`src/rtl/jk_seq_pkg.sv`:
```
// rtl/jk_seq_pkg.sv - shared state encoding and JK excitation codes for the count sequencer
package jk_seq_pkg;

    typedef enum logic [2:0] {
        ST_IDLE  = 3'd0,
        ST_LOAD  = 3'd1,
        ST_RUN   = 3'd2,
        ST_PAUSE = 3'd3,
        ST_DONE  = 3'd4
    } state_t;

    // Excitation codes packed as {j, k}
    localparam logic [1:0] JK_HOLD = 2'b00;
    localparam logic [1:0] JK_CLR  = 2'b01;
    localparam logic [1:0] JK_SET  = 2'b10;
    localparam logic [1:0] JK_TOG  = 2'b11;

endpackage

```
`src/rtl/jk_ff_cell.sv`:
```
// rtl/jk_ff_cell.sv - falling-edge JK flip-flop with asynchronous active-low clear
module jk_ff_cell
    import jk_seq_pkg::*;
(
    input  logic clk,
    input  logic rst_n,
    input  logic j,
    input  logic k,
    output logic q
);

    logic q_q;
    logic q_d;

    // Next-state from the JK characteristic table
    always_comb begin
        q_d = q_q;
        case ({j, k})
            JK_HOLD: q_d = q_q;
            JK_CLR:  q_d = 1'b0;
            JK_SET:  q_d = 1'b1;
            JK_TOG:  q_d = ~q_q;
            default: q_d = q_q;
        endcase
    end

    // Storage element; clears immediately on reset, updates on the falling edge
    always_ff @(negedge clk or negedge rst_n) begin
        if (!rst_n) begin
            q_q <= 1'b0;
        end else begin
            q_q <= q_d;
        end
    end

    assign q = q_q;

endmodule

```
`src/rtl/jk_count_sequencer.sv`:
```
// rtl/jk_count_sequencer.sv - FSM driving a bank of JK cells as a loadable up/down counter
module jk_count_sequencer
    import jk_seq_pkg::*;
#(
    parameter int WIDTH = 4
) (
    input  logic             clk,
    input  logic             rst_n,
    input  logic             start,
    input  logic             stop,
    input  logic             dir,
    input  logic [WIDTH-1:0] load_val,
    input  logic [WIDTH-1:0] term_val,
    output logic [WIDTH-1:0] cnt,
    output logic [WIDTH-1:0] j,
    output logic [WIDTH-1:0] k,
    output logic             busy,
    output logic             done
);

    state_t state_q;
    state_t state_d;

    // Prefix-reduction carries: all lower bits 1 (up) / all lower bits 0 (down)
    logic lower_ones;
    logic lower_zeros;

    // Control state register; shares the falling edge with the JK cells
    always_ff @(negedge clk or negedge rst_n) begin
        if (!rst_n) begin
            state_q <= ST_IDLE;
        end else begin
            state_q <= state_d;
        end
    end

    // Next-state and per-bit excitation; every bit holds unless a state says otherwise
    always_comb begin
        state_d     = state_q;
        j           = '0;
        k           = '0;
        lower_ones  = 1'b1;
        lower_zeros = 1'b1;
        case (state_q)
            ST_IDLE: begin
                if (start) state_d = ST_LOAD;
            end
            ST_LOAD: begin
                for (int i = 0; i < WIDTH; i++) begin
                    {j[i], k[i]} = load_val[i] ? JK_SET : JK_CLR;
                end
                state_d = ST_RUN;
            end
            ST_RUN: begin
                if (stop) begin
                    state_d = ST_PAUSE;
                end else if (cnt == term_val) begin
                    state_d = ST_DONE;
                end else begin
                    // A bit toggles when every lower bit is at the carry/borrow value
                    for (int i = 0; i < WIDTH; i++) begin
                        if (dir ? lower_ones : lower_zeros) begin
                            {j[i], k[i]} = JK_TOG;
                        end
                        lower_ones  = lower_ones & cnt[i];
                        lower_zeros = lower_zeros & ~cnt[i];
                    end
                end
            end
            ST_PAUSE: begin
                if (start) state_d = ST_RUN;
            end
            ST_DONE: begin
                state_d = ST_IDLE;
            end
            default: begin
                state_d = ST_IDLE;
            end
        endcase
    end

    // One JK cell per counter bit
    generate
        for (genvar g = 0; g < WIDTH; g++) begin : g_cell
            jk_ff_cell u_cell (
                .clk   (clk),
                .rst_n (rst_n),
                .j     (j[g]),
                .k     (k[g]),
                .q     (cnt[g])
            );
        end
    endgenerate

    assign busy = (state_q == ST_LOAD) || (state_q == ST_RUN) || (state_q == ST_PAUSE);
    assign done = (state_q == ST_DONE);

endmodule
```
`config.mk`:
```
export PLATFORM = sky130hd
export DESIGN_NAME = jk_count_sequencer
export DESIGN_NICKNAME = d
export VERILOG_FILES = /design/src/rtl/jk_seq_pkg.sv /design/src/rtl/jk_ff_cell.sv /design/src/rtl/jk_count_sequencer.sv
export SDC_FILE = /design/constraint.sdc
export NUM_CORES = 1
export LEC_CHECK = 0
export CAP_MARGIN = 20
export CORE_AREA = 2 2 39 41
export CTS_CLUSTER_SIZE = 14
export DETAILED_ROUTE_END_ITERATION = 12
export DIE_AREA = 0 0 41 43
export DONT_BUFFER_PORTS = 1
export PLACE_DENSITY = 0.71
export SYNTH_ARGS = -nofsm -noshare
export SYNTH_HDL_FRONTEND = slang
export SYNTH_SLANG_ARGS = --single-unit
export TNS_END_PERCENT = 10
```
`constraint.sdc`:
```
create_clock -name clk -period 1.65 [get_ports clk]
set_input_delay 0.0825 -clock clk [delete_from_list [all_inputs] [get_ports clk]]
set_output_delay 0.0825 -clock clk [all_outputs]
set_load 0.01 [all_outputs]
```
; ---- Word-level counts from Yosys, hierarchy flattened
; Index checks and enable logic that the tools add are counted.
; W data, S select, Z words.
[word_totals]
ff_bits = 7
inputBits = 13
[op_classes]
mux = 23
n_reduce_logical = 8
eq_ne = 20
bitwise_logic = 8
[ops]
columns = op, n
row1 = $eq A2 B2 Y1 const B, 8
row2 = $pmux W4 S2, 2
row3 = $mux W3, 4
row4 = $pmux W1 S3, 4
row5 = $pmux W3 S4, 1
row6 = $eq A2 B1 Y1 const B, 4
row7 = $logic_not A2 Y1, 4
row8 = $mux W2, 4
row9 = $mux W4, 2
row10 = $eq A3 B2 Y1 const B, 2
row11 = $mux W1, 6
row12 = $and A1 B1 Y1, 4
row13 = $eq A4 B4 Y1, 1
row14 = $ne A2 B2 Y1 const B, 2
row15 = $not A1 Y1, 4
row16 = $eq A3 B1 Y1 const B, 1
row17 = $eq A3 B3 Y1 const B, 1
row18 = $logic_not A3 Y1, 1
row19 = $ne A3 B3 Y1 const B, 1
row20 = $reduce_and A3 Y1, 1
row21 = $logic_or A1 B1 Y1, 2

; ---- Longest topological paths before layout
; Gate-level depths: netlist (run 1).
[logic_depth]
word_depth = 10
ltp_mapped = 6

; ---- By module
; A second synthesis (run 1) with hierarchy kept.
[unflattened]
cells_unflattened = 52
hier_area_um2 = 480.5
[modules_own_cells]
columns = module, n_inst, cells_each, seq_area_each_um2, area_each_um2
row1 = jk_count_sequencer, 1, 40, 75.1, 345.3
row2 = jk_ff_cell, 4, 3, 25.0, 33.8

==> results of run 1 <==
-- stage by stage --
stage               hold slack [ps]  total power, mW  cells  area [sq um]  worst slack (ps)
finish                          212             1.52     99           788             -1010
detailed placement              290             1.20     95           679              -787
global placement                287             1.17     95           679              -751
floorplan                       348             1.02     73           612              -890
global route                    209             1.63     99           788             -1050
CTS                             213             1.51     99           779             -1010
-- cell type report --
| class | count | area [sq um] |
|---|---|---|
| inverter | 2 | 7.51 |
| multi-input combinational | 50 | 387 |
| clock buffer | 4 | 26.3 |
| tap | 16 | 20.0 |
| fill | 136 | 596 |
| timing repair buffer | 20 | 173 |
| sequential | 7 | 175 |
-- worst min-delay path by stage --
stage | endpoint | slack (ps) | depth (start not counted)
2_1_floorplan | j[0] | 350 | 3
3_3_place_gp | j[0] | 290 | 2
3_5_place_dp | j[0] | 290 | 2
4_1_cts | state_q[1]$_DFFE_NN0P_ | 210 | 0
5_1_grt | state_q[1]$_DFFE_NN0P_ | 210 | 0
6_report | state_q[1]$_DFFE_NN0P_ | 210 | 0
-- cells by family after synthesis --
group / after synthesis / share of synthesized area, %
AND/OR/NAND/NOR: 25 / 20.7
XOR/XNOR: 4 / 5.73
buffers and inverters: 16 / 18.0
AO/OA/AOI/OAI: 20 / 24.5
flip-flops: 7 / 28.6
multiplexers: 1 / 2.45
-- Yosys cell counts (all sizes together) --
cell and count:
or4 1, nor2 6, buf 13, o21ai 6, a211o 1, or2 1
a21oi 5, nor3 1, o21bai 1, or4b 1, nand2 10, nor3b 1
a22oi 1, xnor2 4, clkbuf 1, dfrtn 7, a21o 1, nand4 2
a41o 1, o211ai 3, inv 2, mux2 1, a21boi 1, and2 2
-- timing repair --
action	CTS	global route
setup endpoints to repair	19	19
gates resized for setup	26	2
pin swaps	2	0
-- metal layers --
| layer | vias up | global-route usage (%) | part of all wire (%) |
|---|---|---|---|
| li1 | 267 | - | - |
| met1 | 260 | 22.0 | 41 |
| met2 | 24 | 27.5 | 48 |
| met3 | 7 | 4.19 | 8.0 |
| met4 | 0 | 12.0 | 3.2 |
| met5 | - | 0 | 0 |
-- sequential cells by signal, indices dropped and copies added, names as in the netlist --
name and count:
state_q 3, g_cell.u_cell.q 4
-- power groups by stage --
stage	sequential (mW)	clock, mW	combinational (mW)
floorplan	0.320	0	0.698
global placement	0.313	0	0.856
detailed placement	0.319	0	0.878
CTS	0.325	0.168	1.01
global route	0.334	0.176	1.12
finish	0.325	0.168	1.03
-- critical path: stages, from the launching register on --
cell and delay (ps):
dfrtn_1 400, or4b_4 470, a41o_4 270, or2_4 250, o21ai_2 80
==> summary.md, run 1 <==
| Metric | Value |
|---|---|
| Run status | `finished, violations left` |
| Violated checks | `negative setup slack` |
| Internal power | `just under 0.9 mW` |
| Setup WS post-layout | `-1010 ps` |
| Layout cell share with drive strength beyond 1 | `about half` |
| Number of buffers inserted by port buffering | `0` |
| Number of clock sinks | `7` |
| Total negative slack for setup checks | `-10,280 ps` |
| Horizontal die dimension | `41 um` |
| Buffer count from post-CTS setup fixing | `0` |
| Final Max Tran Viols | `0` |
| Max-capacitance violation count | `0` |
| Total CTS buffers | `3` |
| Yosys warning total | `0` |
| Via Count | `558` |
| Maximum buffer depth of the clock tree | `2` |
| Maximum level of the CTS H-tree | `1` |
| Setup-failing EPs final | `19` |
| Crit path launch | `state_q[1]$_DFFE_NN0P_` |
| R2r worst-path depth | `4` |
| Launch instance of the worst register-to-register path | `state_q[1]$_DFFE_NN0P_` |
| Unrepaired setup endpoints after global routing | `true` |
| Proportion of power drawn by flip-flops and latches | `a little over a fifth` |
| Endpoint of the most critical setup path | `k[2]` |
| CP Max Fanout | `4` |
| Unique masters post-synth | `25` |
| Post-detailed-route DRC marker count | `0` |
| Cell Pwr Density | `1930 mW/mm^2` |
| Layout Utilization | `57.0%` |
| DRC marker count from the first detailed-route iteration | `8` |
| I/O pin total | `27` |
| Clock tree root buffer cell | `clkbuf_4` |
| Combinational Power Share | `67.6%` |
| Type of the worst setup path | `reg -> out` |
| Area of the die | `about 0.0018 sq mm` |
| Most area-hungry cell type in the Yosys netlist | `dfrtn_1` |
| Number of register bits inferred by synthesis | `7` |
| Static leakage power | `0.343 nW` |
| Worst-case headroom to the max-slew limit | `79.0%` |
| Endpoint kind of the worst setup timing path | `output port` |
| Area of the core | `0.00138 sq mm` |
| Largest cells by area after synthesis | `dfrtn_1 29%, buf_4 16%, nand2_1 6.1%` |
| TritonCTS clock tree | `done` |
| Required time of the worst setup path | `around 1600 ps` |
| Number of antenna violations at the first check in global routing | `0` |
| Final setup skew | `slightly below 6 ps` |
| Final #Nets | `97` |
| CTS Hold Buffers Added | `0` |
| Net switching fraction of the power | `42.3%` |
| Total routing resource utilization after global routing | `about 18%` |
| Netlist area before placement | `612 sq um` |
| Row count | `14` |
| Total wire length | `around 1400 um` |
| Maximum ir drop on the vdd rail | `838 uV` |
| Initial Utilization | `roughly 44%` |
| Part of the total power dissipated in the clock network | `between 10 and 15%` |
| Most common cell after layout, fill and taps aside | `buf_4` |
| Net Count, Synth | `between 80 and 90` |
| Worst min path class | `in -> async` |
| Arrival time at the worst endpoint | `2580 ps` |
| Total iterations of the first detailed-routing run | `5` |
| Wire length of the first global-routing pass | `2150 um` |
| Number of global-route vias before repair | `525` |
| Reg-to-reg endpoint | `g_cell[1].u_cell.q$_DFFE_NN0P_` |
| Sw power | `0.642 mW` |
| Antenna fix cells | `0` |
| Later-pin clock latency in the skew report | `270 ps` |
| Clock-pin slew on the worst setup and hold paths | `40 ps` |
| Gp weighted congestion | `0.777` |
| Share of the synthesized area in the top cell type | `28.6%` |
| Worst Max-Slew Pin Slew | `315 ps` |
| Worst R2R Setup Slack | `-130 ps` |
| Fraction of the yosys area taken by sequential cells | `between 20 and 30%` |
| Commonest cells after routing, fill and taps aside | `14 x buf_4, 7 x dfrtn_1, 6 x nand2_1, 6 x buf_6` |
| Area Overhead vs Synth | `28.8%` |
| Detailed Place HPWL | `1060 um` |
| Critical path launch point type | `register` |
| Height of the die | `43 um` |
| Global route overflow | `0` |
| Maximum number of pins on one net before global-route repair | `8` |
| Synthesized instance count | `73` |
| Avg Synthesized Cell Area | `8.38 sq um` |
| Final Hold Violating Endpoints | `0` |
| Routed Antenna Nets | `0` |
| Via density | `5.64` |
| Average routed wire per standard cell | `13.8 um` |
(Power assumes the default switching activity.)
==> inputs of run 2 (changes only) <==
--- a/config.mk
+++ b/config.mk
@@ -5,13 +5,13 @@
 export SDC_FILE = /design/constraint.sdc
 export NUM_CORES = 1
 export LEC_CHECK = 0
+export ABC_AREA = 1
 export CAP_MARGIN = 20
-export CORE_AREA = 2 2 39 41
+export CORE_UTILIZATION = 54
 export CTS_CLUSTER_SIZE = 14
 export DETAILED_ROUTE_END_ITERATION = 12
-export DIE_AREA = 0 0 41 43
 export DONT_BUFFER_PORTS = 1
-export PLACE_DENSITY = 0.71
+export PLACE_DENSITY = 0.8
 export SYNTH_ARGS = -nofsm -noshare
 export SYNTH_HDL_FRONTEND = slang
 export SYNTH_SLANG_ARGS = --single-unit
==> run 2 against run 1 <==
Largest power group unchanged; largest cell class unchanged; register-to-register slack better by 410 ps; power grew 23%; the run still ends with negative setup slack left; critical path depth stayed put; die area is 14% lower.
==> summary.md, run 2 <==
| Metric | Value |
|---|---|
| Setup Slack @ Placement | `-344 ps` |
| Violated checks | `negative setup slack` |
| Unique masters post-synth | `20` |
| Net Count, Synth | `122` |
| Antenna fix cells | `0` |
| Arrival time at the worst endpoint | `2180 ps` |
| Required time of the worst setup path | `~1600 ps` |
| Cell with the most instances after synthesis | `nand2_1` |
| Final #Nets | `136` |
| Global route overflow | `0` |
| Static leakage power | `0.511 nW` |
| Synthesized instance count | `~110` |
| Clock tree root buffer cell | `clkbuf_4` |
| Type of the worst setup path | `reg -> out` |
| Leading register cell type out of synthesis | `dfrtn_1` |
| Final setup skew | `approximately 1.5 ps` |
| Unrepaired setup endpoints after global routing | `true` |
| Final Hold Violating Endpoints | `0` |
| Max FFs per register | `4` |
| Most area-hungry cell type in the Yosys netlist | `dfrtn_1` |
| Number of filler cells placed in the layout | `84` |
| Yosys warning total | `0` |
| CP Max Fanout | `6` |
| Area of the core | `0.00119 sq mm` |
| Total iterations of the first detailed-routing run | `4` |
| Total routing resource utilization after global routing | `between 20% and 30%` |
| Number of register bits inferred by synthesis | `7` |
| Average routed wire per standard cell | `12.4 um` |
| Setup WS post-layout | `-614 ps` |
| DRC marker count from the first detailed-route iteration | `17` |
| Gp weighted congestion | `0.804` |
| Cell Pwr Density | `2020 mW/mm^2` |
| Commonest cells after routing, fill and taps aside | `25 x nand2_1, 16 x buf_4, 13 x nand2_2` |
| Total wire length | `around 1700 um` |
| Layout cell share with drive strength beyond 1 | `49.2%` |
| Setup-failing EPs final | `14` |
| Maximum buffer depth of the clock tree | `2` |
| Routed Antenna Nets | `0` |
| Critical path launch point type | `register` |
| Share of the synthesized area in the top cell type | `23.9%` |
| Maximum ir drop on the vdd rail | `1250 uV` |
| Most common cell after layout, fill and taps aside | `nand2_1` |
| Height of the die | `38.9 um` |
| CTS Hold Buffers Added | `0` |
| Share of flip-flops with an asynchronous set or reset after synthesis | `100%` |
| Clock-pin slew on the worst setup and hold paths | `40 ps` |
| Row count | `12` |
| TritonCTS clock tree | `done` |
| Number of buffers inserted by port buffering | `0` |
| Number of antenna violations at the first check in global routing | `0` |
| Total design power | `1.87 mW` |
| Wire length of the first global-routing pass | `2440 um` |
| Largest cells by area after synthesis | `dfrtn_1 24%, nand2_1 16%, buf_4 12%` |
| Worst-case headroom to the max-slew limit | `84.6%` |
| Final Max Tran Viols | `0` |
| Total CTS buffers | `3` |
| Hold WS | `219 ps` |
| Post-detailed-route DRC marker count | `0` |
| Detailed Place HPWL | `1250 um` |
| Via Count | `693` |
| Via density | `5.10` |
| I/O pin total | `27` |
| Horizontal die dimension | `38.9 um` |
| Maximum level of the CTS H-tree | `1` |
| Area Overhead vs Synth | `26.1%` |
| Initial Utilization | `61.9%` |
| Worst Max-Slew Pin Slew | `230 ps` |
| Max-capacitance violation count | `0` |
| Maximum number of pins on one net before global-route repair | `8` |
| Number of clock sinks | `7` |
| Number of global-route vias before repair | `605` |
| Number of flops mapped to enable cells by yosys | `0` |
| Area of the die | `0.00151 sq mm` |
| Endpoint kind of the worst setup timing path | `output port` |
| Fraction of the yosys area taken by sequential cells | `23.9%` |
| Later-pin clock latency in the skew report | `270 ps` |
| Worst min path class | `in -> async` |
| Run status | `finished, violations left` |
| Avg Synthesized Cell Area | `approximately 6.7 sq um` |
| Netlist area before placement | `734 sq um` |
| Top cells by instance count after synthesis | `31 x nand2_1, 12 x buf_4, 12 x inv_1, 9 x nand2_2, 7 x dfrtn_1` |
| Worst R2R Setup Slack | `280 ps` |
-- run 2: logic make-up (layout without fill, tap and decap cells) --
family                 after synthesis  count (layout)  synth area share [%]
XOR/XNOR                             1               1                  1.19
flip-flops                           7               7                  23.9
AO/OA/AOI/OAI                        9               9                  7.16
AND/OR/NAND/NOR                     63              63                  46.8
buffers and inverters               29              42                  21.0
-- run 2: critical path, stage by stage, from the launching register on --
cell     delay [ps]
dfrtn_1         500
nand3_1         150
a21oi_2         200
nand3_4         120
nand2_2         120
-- run 2: repair_timing --
action,in CTS,in global routing
setup endpoints to repair,14,14
endpoints found under the hold margin,0,0
setup buffers,2,0
gates resized for setup,14,6
pin swaps,1,2
-- run 2: path summary, 6_finish.rpt --
kind	end	cells past startpoint	startpoint
min reg2reg	g_cell[3].u_cell.q$_DFFE_NN0P_	3	g_cell[3].u_cell.q$_DFFE_NN0P_
min	g_cell[2].u_cell.q$_DFFE_NN0P_	0	rst_n
min in group clk	k[0]	1	load_val[0]
max reg2reg	g_cell[0].u_cell.q$_DFFE_NN0P_	8	g_cell[0].u_cell.q$_DFFE_NN0P_
max	j[3]	4	g_cell[0].u_cell.q$_DFFE_NN0P_
max in group asynchronous	g_cell[0].u_cell.q$_DFFE_NN0P_	0	rst_n
-- run 2: stage by stage --
stage	TNS, ps	utilization (%)	instances	cell area (sq um)
2_1_floorplan	-2690	-	109	737
3_3_place_gp	-3040	68.0	130	807
3_5_place_dp	-3360	68.0	130	807
4_1_cts	-5890	75.6	136	897
5_1_grt	-6830	78.1	136	926
6_report	-6050	78.1	136	926
-- run 2: final cells by class --
class	instances	area, sq um	area share (%)
tap	14	17.5	1.89
inverter	17	63.8	6.89
timing repair buffer	21	176	19.1
multi-input combinational	73	467	50.4
clock buffer	4	26.3	2.84
sequential	7	175	18.9
-- run 2: per-layer routing --
layer	track usage (%)	wire, um	up-vias
met5	0	0	-
met4	5.17	19	0
met3	2.89	73	3
met2	44.2	881	21
met1	27.2	705	320
li1	-	-	349
-- run 2: power breakdown --
group	switching (mW)	internal [mW]
Combinational	0.732	0.619
Clock	0.0732	0.0929
Sequential	0.0935	0.261
Total	0.898	0.973
